File: config.mk
export PLATFORM = sky130hd
export DESIGN_NAME = isqrt_rr_sched_flat
export DESIGN_NICKNAME = d
export VERILOG_FILES = /design/src/rtl/isqrt_rr_sched_pkg.sv /design/src/rtl/isqrt_rr_sched_if.sv /design/src/rtl/isqrt_rr_sched_isqrt.sv /design/src/rtl/isqrt_rr_sched_shreg.sv /design/src/rtl/isqrt_rr_sched.sv /design/src/flat_wrapper.sv
export SDC_FILE = /design/constraint.sdc
export NUM_CORES = 1
export LEC_CHECK = 0
export ABC_AREA = 1
export CAP_MARGIN = 20
export CORE_MARGIN = 4
export CORE_UTILIZATION = 55
export DETAILED_ROUTE_END_ITERATION = 16
export HOLD_SLACK_MARGIN = 0.02
export PLACE_DENSITY_LB_ADDON = 0.3
export SLEW_MARGIN = 20
export SYNTH_ARGS = -nofsm -noshare
export SYNTH_HDL_FRONTEND = slang
export SYNTH_SLANG_ARGS = --single-unit
export TNS_END_PERCENT = 30
File: constraint.sdc
create_clock -name clk -period 6.2 [get_ports clk]
set_clock_uncertainty 0.15 [all_clocks]
set_input_delay 1.24 -clock clk [delete_from_list [all_inputs] [get_ports clk]]
set_output_delay 1.24 -clock clk [all_outputs]
set_load 0.05 [all_outputs]
File: src/rtl/isqrt_rr_sched_pkg.sv
// Shared defaults and the tag-pipe record for the round-robin isqrt scheduler.
package isqrt_sched_pkg;

  localparam int DEF_N_REQ     = 4;
  localparam int DEF_WIDTH     = 32;
  localparam int DEF_ISQRT_LAT = DEF_WIDTH / 2;

  typedef struct packed {
    logic                 vld;
    logic [DEF_N_REQ-1:0] tag;
  } sched_tag_t;

endpackage

File: src/rtl/isqrt_rr_sched_if.sv
// Requester-facing bundle: operand handshake, routed result and occupancy count.
interface isqrt_rr_sched_if
  import isqrt_sched_pkg::*;
#(
  parameter int N_REQ = DEF_N_REQ,
  parameter int WIDTH = DEF_WIDTH,
  parameter int CNT_W = $clog2(DEF_ISQRT_LAT + 1)
);

  logic [N_REQ-1:0]       req_vld;
  logic [N_REQ*WIDTH-1:0] req_x;
  logic [N_REQ-1:0]       req_rdy;
  logic [N_REQ-1:0]       rsp_vld;
  logic [WIDTH-1:0]       rsp_y;
  logic [CNT_W-1:0]       in_flight;

  modport master (
    output req_vld, req_x,
    input  req_rdy, rsp_vld, rsp_y, in_flight
  );

  modport slave (
    input  req_vld, req_x,
    output req_rdy, rsp_vld, rsp_y, in_flight
  );

endinterface

File: src/rtl/isqrt_rr_sched_isqrt.sv
// Fully pipelined integer square root: one result bit per stage, WIDTH/2 stages.
module isqrt #(
  parameter int WIDTH = 32
) (
  input  logic             clk,
  input  logic             rst,
  input  logic             x_vld,
  input  logic [WIDTH-1:0] x,
  output logic             y_vld,
  output logic [WIDTH-1:0] y
);

  localparam int H  = WIDTH / 2;
  localparam int RW = H + 2;

  logic [H-1:0]     vld_q;
  logic [H-1:0]     stage_vld_in;
  logic [H-1:0]     rem_q  [H];
  logic [H-1:0]     root_q [H];
  logic [WIDTH-1:0] xs_q   [H];
  logic [H-1:0]     rem_d  [H];
  logic [H-1:0]     root_d [H];
  logic [WIDTH-1:0] xs_d   [H];

  // Restoring digit-by-digit step: bring down two operand bits, try root*4+1.
  function automatic void sqrt_step(
    input  logic [H-1:0]     rem_in,
    input  logic [H-1:0]     root_in,
    input  logic [WIDTH-1:0] xs_in,
    output logic [H-1:0]     rem_o,
    output logic [H-1:0]     root_o,
    output logic [WIDTH-1:0] xs_o
  );
    logic [RW-1:0] rem_sh;
    logic [RW-1:0] trial;
    rem_sh = {rem_in, xs_in[WIDTH-1 -: 2]};
    trial  = {root_in, 2'b01};
    if (rem_sh >= trial) begin
      rem_o  = H'(rem_sh - trial);
      root_o = {root_in[H-2:0], 1'b1};
    end else begin
      rem_o  = H'(rem_sh);
      root_o = {root_in[H-2:0], 1'b0};
    end
    xs_o = {xs_in[WIDTH-3:0], 2'b00};
  endfunction

  assign stage_vld_in = {vld_q[H-2:0], x_vld};

  always_comb begin
    sqrt_step('0, '0, x, rem_d[0], root_d[0], xs_d[0]);
    for (int k = 1; k < H; k++) begin
      sqrt_step(rem_q[k-1], root_q[k-1], xs_q[k-1], rem_d[k], root_d[k], xs_d[k]);
    end
  end

  always_ff @(posedge clk) begin
    if (rst) vld_q <= '0;
    else     vld_q <= stage_vld_in;
  end

  // Data stages only load behind a valid token, so idle slots do not toggle.
  always_ff @(posedge clk) begin
    for (int k = 0; k < H; k++) begin
      if (stage_vld_in[k]) begin
        rem_q[k]  <= rem_d[k];
        root_q[k] <= root_d[k];
        xs_q[k]   <= xs_d[k];
      end
    end
  end

  assign y_vld = vld_q[H-1];
  assign y     = WIDTH'(root_q[H-1]);

endmodule

File: src/rtl/isqrt_rr_sched_shreg.sv
// Delay line with a resettable valid chain and a non-reset, valid-gated data chain.
module shift_register_with_valid #(
  parameter int WIDTH = 4,
  parameter int DEPTH = 16
) (
  input  logic             clk,
  input  logic             rst,
  input  logic             in_vld,
  input  logic [WIDTH-1:0] in_data,
  output logic             out_vld,
  output logic [WIDTH-1:0] out_data
);

  logic [DEPTH-1:0]            vld_q;
  logic [DEPTH-1:0][WIDTH-1:0] data_q;

  always_ff @(posedge clk) begin
    if (rst) vld_q <= '0;
    else     vld_q <= {vld_q[DEPTH-2:0], in_vld};
  end

  always_ff @(posedge clk) begin
    if (in_vld) data_q[0] <= in_data;
    for (int k = 1; k < DEPTH; k++) begin
      if (vld_q[k-1]) data_q[k] <= data_q[k-1];
    end
  end

  assign out_vld  = vld_q[DEPTH-1];
  assign out_data = data_q[DEPTH-1];

endmodule

File: src/rtl/isqrt_rr_sched.sv
// Round-robin front end sharing one pipelined isqrt; a tag pipe routes results home.
module isqrt_rr_sched
  import isqrt_sched_pkg::*;
#(
  parameter int N_REQ     = DEF_N_REQ,
  parameter int WIDTH     = DEF_WIDTH,
  parameter int ISQRT_LAT = DEF_ISQRT_LAT
) (
  input logic             clk,
  input logic             rst,
  isqrt_rr_sched_if.slave bus
);

  localparam int                 PTR_W   = $clog2(N_REQ);
  localparam int                 CNT_W   = $clog2(ISQRT_LAT + 1);
  localparam logic [PTR_W:0]     N_REQ_W = (PTR_W + 1)'(N_REQ);
  localparam logic [PTR_W-1:0]   LAST    = PTR_W'(N_REQ - 1);

  logic [PTR_W-1:0] ptr_q;
  logic [N_REQ-1:0] grant;
  logic [PTR_W-1:0] grant_idx;
  logic             issue;
  logic [WIDTH-1:0] x_sel;
  logic [WIDTH-1:0] x_hold_q;
  logic             y_vld;
  logic [WIDTH-1:0] y;
  logic             sr_vld;
  logic [N_REQ-1:0] sr_tag;
  sched_tag_t       tag_in;
  sched_tag_t       tag_out;
  logic [CNT_W-1:0] in_flight_q;

  // First valid requester at or after ptr, wrapping; nothing is granted during reset.
  always_comb begin
    logic [PTR_W:0] idx;
    logic           found;
    grant     = '0;
    grant_idx = '0;
    found     = 1'b0;
    idx       = '0;
    if (!rst) begin
      for (int off = 0; off < N_REQ; off++) begin
        idx = {1'b0, ptr_q} + (PTR_W + 1)'(off);
        if (idx >= N_REQ_W) idx = idx - N_REQ_W;
        if (!found && bus.req_vld[idx[PTR_W-1:0]]) begin
          grant[idx[PTR_W-1:0]] = 1'b1;
          grant_idx             = idx[PTR_W-1:0];
          found                 = 1'b1;
        end
      end
    end
  end

  assign issue = |grant;

  always_ff @(posedge clk) begin
    if (rst)        ptr_q <= '0;
    else if (issue) ptr_q <= (grant_idx == LAST) ? '0 : grant_idx + 1'b1;
  end

  // Operand mux falls back to the last issued value so the isqrt input stays quiet when idle.
  always_comb begin
    x_sel = x_hold_q;
    for (int i = 0; i < N_REQ; i++) begin
      if (grant[i]) x_sel = bus.req_x[i*WIDTH +: WIDTH];
    end
  end

  always_ff @(posedge clk) begin
    if (issue) x_hold_q <= x_sel;
  end

  isqrt #(
    .WIDTH (WIDTH)
  ) u_isqrt (
    .clk   (clk),
    .rst   (rst),
    .x_vld (issue),
    .x     (x_sel),
    .y_vld (y_vld),
    .y     (y)
  );

  assign tag_in = '{vld: issue, tag: grant};

  shift_register_with_valid #(
    .WIDTH (N_REQ),
    .DEPTH (ISQRT_LAT)
  ) u_tag_pipe (
    .clk      (clk),
    .rst      (rst),
    .in_vld   (tag_in.vld),
    .in_data  (tag_in.tag),
    .out_vld  (sr_vld),
    .out_data (sr_tag)
  );

  assign tag_out = {sr_vld, sr_tag};

  always_ff @(posedge clk) begin
    if (rst)                 in_flight_q <= '0;
    else if (issue && !y_vld) in_flight_q <= in_flight_q + 1'b1;
    else if (!issue && y_vld) in_flight_q <= in_flight_q - 1'b1;
  end

  assign bus.req_rdy   = grant;
  assign bus.rsp_vld   = tag_out.tag & {N_REQ{y_vld}};
  assign bus.rsp_y     = y;
  assign bus.in_flight = in_flight_q;

  // The isqrt valid chain and the tag valid chain must stay in lockstep.
  a_tag_matches_isqrt: assert property (@(posedge clk) disable iff (rst) y_vld == tag_out.vld);
  a_in_flight_bounded: assert property (@(posedge clk) disable iff (rst) in_flight_q <= CNT_W'(ISQRT_LAT));

endmodule

File: src/flat_wrapper.sv
// flat-port wrapper written by rule: the top's interface ports become plain ports
module isqrt_rr_sched_flat import isqrt_sched_pkg::*;
#(
  parameter int N_REQ     = DEF_N_REQ,
  parameter int WIDTH     = DEF_WIDTH,
  parameter int ISQRT_LAT = DEF_ISQRT_LAT
)
  (clk, rst, bus_req_vld, bus_req_x, bus_req_rdy, bus_rsp_vld, bus_rsp_y, bus_in_flight);
  isqrt_rr_sched_if #(.N_REQ(N_REQ), .WIDTH(WIDTH), .CNT_W(($clog2((16) + 1)))) bus_i ();
  input logic clk;
  input logic rst;
  input wire logic [$bits(bus_i.req_vld)-1:0] bus_req_vld;
  input wire logic [$bits(bus_i.req_x)-1:0] bus_req_x;
  output wire logic [$bits(bus_i.req_rdy)-1:0] bus_req_rdy;
  output wire logic [$bits(bus_i.rsp_vld)-1:0] bus_rsp_vld;
  output wire logic [$bits(bus_i.rsp_y)-1:0] bus_rsp_y;
  output wire logic [$bits(bus_i.in_flight)-1:0] bus_in_flight;
  assign bus_i.req_vld = bus_req_vld;
  assign bus_i.req_x = bus_req_x;
  assign bus_req_rdy = bus_i.req_rdy;
  assign bus_rsp_vld = bus_i.rsp_vld;
  assign bus_rsp_y = bus_i.rsp_y;
  assign bus_in_flight = bus_i.in_flight;
  isqrt_rr_sched #(.N_REQ(N_REQ), .WIDTH(WIDTH), .ISQRT_LAT(ISQRT_LAT)) u_core (.clk(clk), .rst(rst), .bus(bus_i));
endmodule
[Yosys cells after proc, flatten, opt, wreduce, memory -nomap -nowiden]
Memories as Yosys holds them, arrays and structs flattened.
Index checks and enable logic that the tools add are counted.
Storage, ports and cells
  register bits after elaboration: 134
  output and inout port bits: 45
  logic and storage cells: 213
  bits in writable memories: 992
  input port bits: 134
  memories: 3
Operators by class
  reduce and logical (&&, ||, !) cells: 16
  muxes and demuxes: 114
  $add $sub $neg: 26
  bitwise gates (word level): 4
  magnitude comparators: 28
  equality and inequality tests: 1
Memory list
  u_core.u_isqrt.xs_q: words 16, bits a word 30, rd ports 15, clocked after memory_dff 0, wr ports 16, line isqrt_rr_sched_isqrt.sv:20  | logic [WIDTH-1:0] xs_q [H];
  u_core.u_isqrt.rem_q: words 16, bits a word 16, rd ports 15, clocked after memory_dff 0, wr ports 16, line isqrt_rr_sched_isqrt.sv:18  | logic [H-1:0] rem_q [H];
  u_core.u_isqrt.root_q: words 16, bits a word 16, rd ports 16, clocked after memory_dff 0, wr ports 16, line isqrt_rr_sched_isqrt.sv:19  | logic [H-1:0] root_q [H];
Operators with widths (count)
  $ge A18 B18 Y1: 15
  $mux W16: 16
  $sub A16 B16 Y16: 15
  $mux W32: 4
  $mux W1: 62
  $mux W4: 8
  $mux W2: 14
  $lt A2 B3 Y1 const B: 4
  $or A4 B4 Y4: 3
  $ge A2 B1 Y1 const B: 5
  $mux W5: 2
  $ge A3 B3 Y1 const B: 3
  $logic_and A1 B1 Y1: 9
  $bmux W1 S2: 4
  $demux W1 S2: 4
  $sub A2 B1 Y2 const B: 4
  $add A2 B2 Y3 const B: 2
  $add A5 B1 Y5 const B: 1
  $logic_not A1 Y1: 5
  $sub A5 B1 Y5 const B: 1
  $and A4 B4 Y4: 1
  $reduce_or A4 Y1: 1
  $add A2 B1 Y3 const B: 1
  $ge A2 B3 Y1 const B: 1
  4 further kinds: 4

[Logic depth before layout (Yosys ltp)]
  word-level depth: 25
  mapped depth: 19

[Hierarchy]
A second synthesis with hierarchy kept.
Second synthesis, totals
  cell total of the unflattened synthesis: 4056
  area total of the unflattened synthesis: 37912.6 µm²
Modules (own cells, without submodules)
  isqrt: seq. area each 18337.6 µm², area each 31736.7 µm², times used 1, cells each 3362
  isqrt_rr_sched: seq. area each 1101.1 µm², area each 3749.8 µm², times used 1, cells each 576
  shift_register_with_valid: seq. area each 2242.2 µm², area each 2426.1 µm², times used 1, cells each 118

[Worst setup path after synthesis]
No wires, ideal clock.
  path kind: input to register
  start point: input port bus_req_vld[3]
  end point: register u_core.in_flight_q[3] (netlist: u_core.bus.in_flight[3])
  slack: 1.713 ns
  stages on the path: 18
  arrival time: 4.222 ns
  setup time: 0.115 ns
  cells stage by stage: inv_1 -> nand2_1 -> nand3_4 -> nand2_8 -> nand2_1 -> inv_1 -> a21oi_2 -> nand3_2 -> o21ai_2 -> nand3_2 -> ha_1 -> inv_1 -> ha_1 -> a21o_1 -> a31oi_1 -> xnor2_1 -> o21ai_0 -> inv_1
Between the ends
  word-level cells in the longest chain between the ends: 20
  elaborated cells on any way between the ends: 37
  those cells by class: mux: 23; bitwise: 3; reduce/logical: 11
RTL lines
  start: declaration: line flat_wrapper.sv:12  | input wire logic [$bits(bus_i.req_vld)-1:0] bus_req_vld;
  $bmux W1 S2: line isqrt_rr_sched.sv:45  | if (!found && bus.req_vld[idx[PTR_W-1:0]]) begin
  $mux W1 (implied by the code): line isqrt_rr_sched.sv:45
  $mux W1: line isqrt_rr_sched.sv:45
  $mux W1: line isqrt_rr_sched.sv:41  | if (!rst) begin
  $logic_not A1 Y1: line isqrt_rr_sched.sv:45
  $logic_and A1 B1 Y1: line isqrt_rr_sched.sv:45
  $mux W1: line isqrt_rr_sched.sv:45
  $mux W1: line isqrt_rr_sched.sv:41
  [... 5 more ...]
  $logic_and A1 B1 Y1: line isqrt_rr_sched.sv:45
  $mux W4 (*): line isqrt_rr_sched.sv:45
  $mux W4 (*): line isqrt_rr_sched.sv:41
  $reduce_or A4 Y1 (*): line isqrt_rr_sched.sv:54  | assign issue = |grant;
  via u_core.issue: line isqrt_rr_sched.sv:22  | logic issue;
  $logic_not A1 Y1: line isqrt_rr_sched.sv:103  | else if (!issue && y_vld) in_flight_q <= in_flight_q - 1'b1;
  $logic_and A1 B1 Y1: line isqrt_rr_sched.sv:103
  $reduce_bool A2 Y1 (no source line)
  end signal: assignment: line isqrt_rr_sched.sv:102  | else if (issue && !y_vld) in_flight_q <= in_flight_q + 1'b1;
  end signal: assignment: line isqrt_rr_sched.sv:103
  end: declaration: line isqrt_rr_sched.sv:31  | logic [CNT_W-1:0] in_flight_q;
The timed path passes the listed nets; every way through them passes the cells marked *. The select of a mux whose other input is x is not followed.
A chain may end at the register's enable or synchronous reset.

[Final worst setup path]
  start point: register u_core.ptr_q[1]
  end point: output port bus_req_rdy[0]
Between the ends
  word-level cells in the longest chain between the ends: 19
  elaborated cells on any way between the ends: 70
  those cells by class: add/sub: 7; order compare: 12; mux: 38; bitwise: 3; reduce/logical: 10
RTL lines
  start: declaration: line isqrt_rr_sched.sv:19  | logic [PTR_W-1:0] ptr_q;
  start signal: assignment: line isqrt_rr_sched.sv:58  | else if (issue) ptr_q <= (grant_idx == LAST) ? '0 : grant_idx + 1'b1;
  parallel branches: the longest is 17 deep, another holds $add A2 B1 Y3
  $mux W4 (*): line isqrt_rr_sched.sv:45
  $mux W4 (*): line isqrt_rr_sched.sv:41
  end: declaration: line flat_wrapper.sv:14  | output wire logic [$bits(bus_i.req_rdy)-1:0] bus_req_rdy;
Mark *: on every way between the ends. The select of a mux whose other input is x is not followed.

==> impl_results.md <==
* Global-route wire length before repair at 103000 um
* # IOs at 179
* Routability cong. at 0.947
* RSZ-0062 raised after global routing: no
* Seq/Total Area, Yosys at 62.8%
* Crit path depth at 11
* Hold_buf cts at 0
* ANT cells at 0
* Row count at 88
* Die W at 251 um
* Critical Path Source: u_core.ptr_q[1]$_SDFFE_PP0N_
* Delay-heaviest family, CP: buffers and inverters
* Outcome: completed
* Hold path startpoint: u_core.u_isqrt.xs_q[1][112]$_DFFE_PP_
* Cell at the slowest stage of the critical path: clkdlybuf4s50_1
* Die Area at 0.0632 mm2
* EDFF count, synth at 666
* Core ar. at 0.0581 mm2
* Pre-antenna DRT Iters at 5
* Tot Pwr at 12.8 mW
* Routed wire length at 62800 um
* Synth async-reset ratio at 0%
* Hold WC Path Type: register to register
* Reg2reg start: u_core.ptr_q[1]$_SDFFE_PP0N_
* Syn_area_per_cell at 11.2 um2
* Vias in the first global route at 20400
* Initial drt markers at 1171
* CP Capture Point: bus_req_rdy[0]
* Final setup viols at 0
* Most common cell after layout, fill and taps aside: edfxtp_1
* GRT Total Usage at 19.8%
* WS Path Type: register to output pin
* Final Hold Viols at 0
* WHS at 0.249 ns
* VDD IR max at 0.000517 V
* CTS tree: done
* MaxCap Viol Count at 0
* DRC Markers at 0
* Mapped Area at 0.0326 mm2
* Post-Syn Instances at 2913
* WP buf/inv at 4
* Worst R2R End: u_core.bus.in_flight[4]$_SDFFE_PP0P_
* Pwr dens at 342 mW/mm2
* Slew Limit Fails at 0
* Most frequent cells in the layout: edfxtp_1, nand2_1, inv_1
* Area Overhead vs Synth at 14.4%
* Post-synth cell types at 67
* Initial Util at 56.0%
* Leak pwr at 14.7 nW
* Initial antenna violation count at 0
* Crit-path max FO at 32
* Placed inst area at 0.0349 mm2
* Fin nets at 3413
* Critical Path Source Type: register
* Clock Latency Late Sink at 0.60 ns
* Post-DP HPWL at 46900 um
* Reg clk slew, reported paths at 0.06 ns
* CP arrival at 3.94 ns
* Longest Clk Path Bufs at 3
* Clk root buf: clkbuf_16
* Post-CTS Setup Bufs at 0
* Grt ovf at 0
* Top FF cell, synth: edfxtp_1
* Most Frequent Cell on Critical Path: inv_1
* Share of cells above drive strength 1 at 6.37%
* Synthesized flop and latch total at 689
* Post-CTS Resized at 0
* Slowest stage delay, CP at 0.91 ns
* Final worst path period need at 5.33 ns
* Inserted Clock Buffers at 72
* IO buf count at 162
* Vias at 20800
* Post-DRT Antenna Nets at 0
* # fillers at 4447
* Worst-Margin Slew at 1.06 ns
* Post-route setup TNS at 0 ns
* Yosys warning total at 0
* Reg2reg setup slack at 2.13 ns
* Slew margin rel. at 29.3%
* Post-route cell area at 0.0373 mm2
* Clock tree sinks at 689
* Final worst path period share at 86.0%
* Die Span Y at 251 um
* Worst setup EP type: output pin
* Crit-path cells: inv_1 -> ha_1 -> inv_1 -> nand3_1 -> nand2_1 -> nor2_4 -> a21oi_2 -> nand3_2 -> nand2_4 -> inv_2 -> clkdlybuf4s50_1
* FMAX at 188 MHz
* H-tree depth at 3
* Vias per inst at 5.28
* CP Data Required Time at 4.81 ns
* Routed wire length per instance at 16.0 um
* Reg2Reg Depth at 18
* Pin count of the biggest net entering global routing at 63
==> stage by stage <==
step	std cells	worst slack (ns)	util (%)
2_1_floorplan	2929	1.71	-
3_3_place_gp	3806	0.920	60.0
3_5_place_dp	3806	0.900	60.0
4_1_cts	3934	0.822	64.1
5_1_grt	3934	0.631	64.1
6_report	3934	0.870	64.1
==> how the worst min path moves through the flow <==
stage,endpoint,slack (ns),cells after the start
finish,u_core.u_isqrt.xs_q[1][144]$_DFFE_PP_,0.25,0
global route,u_core.u_isqrt.xs_q[0][133]$_DFFE_PP_,0.26,0
CTS,u_core.u_isqrt.xs_q[0][132]$_DFFE_PP_,0.25,0
detailed placement,u_core.u_isqrt.xs_q[0][115]$_DFFE_PP_,0.25,0
global placement,u_core.u_isqrt.xs_q[0][41]$_DFFE_PP_,0.25,0
floorplan,u_core.u_isqrt.xs_q[0][100]$_DFFE_PP_,0.25,0
==> layer usage <==
| metal | routed length (um) | track usage [%] | up-vias |
|---|---|---|---|
| met5 | 0 | 0 | - |
| met4 | 1220 | 5.74 | 0 |
| met3 | 3110 | 3.16 | 87 |
| met2 | 30200 | 33.4 | 557 |
| met1 | 28300 | 26.9 | 9746 |
| li1 | - | - | 10400 |
==> cell families after synthesis <==
family | share of synthesized area [%]
buffers and inverters | 5.62
adder cells (fa/ha/maj) | 6.32
other | 0.0115
AO/OA/AOI/OAI | 7.86
XOR/XNOR | 4.22
AND/OR/NAND/NOR | 13.2
flip-flops | 62.8
==> cell usage after synthesis, types with 5 or more instances <==
master | number | area share [%]
buf_2 | 23 | 0.35
o21bai_1 | 6 | 0.14
nand2_1 | 538 | 6.2
or2_2 | 14 | 0.27
ha_1 | 163 | 6.3
nor3_1 | 31 | 0.48
o21ai_2 | 6 | 0.16
xor2_1 | 93 | 2.5
clkbuf_1 | 8 | 0.092
buf_6 | 7 | 0.24
nor2_1 | 252 | 2.9
nand3b_1 | 5 | 0.12
nand3_1 | 95 | 1.5
edfxtp_1 | 666 | 61
xnor2_1 | 64 | 1.7
nand3_2 | 7 | 0.22
a21oi_1 | 137 | 2.1
a21oi_2 | 5 | 0.13
buf_4 | 24 | 0.55
nor4_1 | 9 | 0.17
nand2_2 | 16 | 0.31
inv_1 | 369 | 4.3
nand4_1 | 20 | 0.38
dfxtp_1 | 23 | 1.4
o2111ai_1 | 6 | 0.16
o21ai_1 | 42 | 0.65
a21boi_0 | 5 | 0.12
a21o_1 | 13 | 0.30
o21ai_0 | 181 | 2.8
inv_2 | 8 | 0.092
a31oi_1 | 12 | 0.23
o31ai_1 | 6 | 0.14
==> power breakdown <==
part	switching [mW]	total [mW]	internal, mW
clock network	1.72	4.21	2.49
registers	0.329	6.24	5.91
logic	1.49	2.31	0.811
==> cell type report <==
class / count / area [um2] / share of cell area, %
clock buffer: 93 / 1920 / 5.15
clock inverter: 35 / 419 / 1.12
inverter: 378 / 1420 / 3.81
multi-input combinational: 1799 / 10400 / 27.8
sequential: 689 / 20500 / 55.0
tap: 765 / 957 / 2.57
timing repair buffer: 175 / 1710 / 4.60
==> sequential cells by signal (all words and copies together), names as in the netlist <==
name,count
u_core.bus.in_flight,5
u_core.ptr_q,2
u_core.u_isqrt.rem_q,224
u_core.u_isqrt.root_q,136
u_core.u_isqrt.vld_q,16
u_core.u_isqrt.xs_q,210
u_core.u_tag_pipe.data_q,60
u_core.u_tag_pipe.out_data,4
u_core.x_hold_q,32
==> worst register-to-register path, delay by kind of cell (launching register included) <==
family                     cells  cell delay, ns
adders and majority gates      3            1.06
and+or+nand+nor                7            1.05
AOI/OAI and AO/OA              4            0.57
DFF                            1            0.52
buffers and inverters          3            0.45
xor gates and xnor gates       1            0.19
No activity file was read; power rests on OpenSTA's default activity.
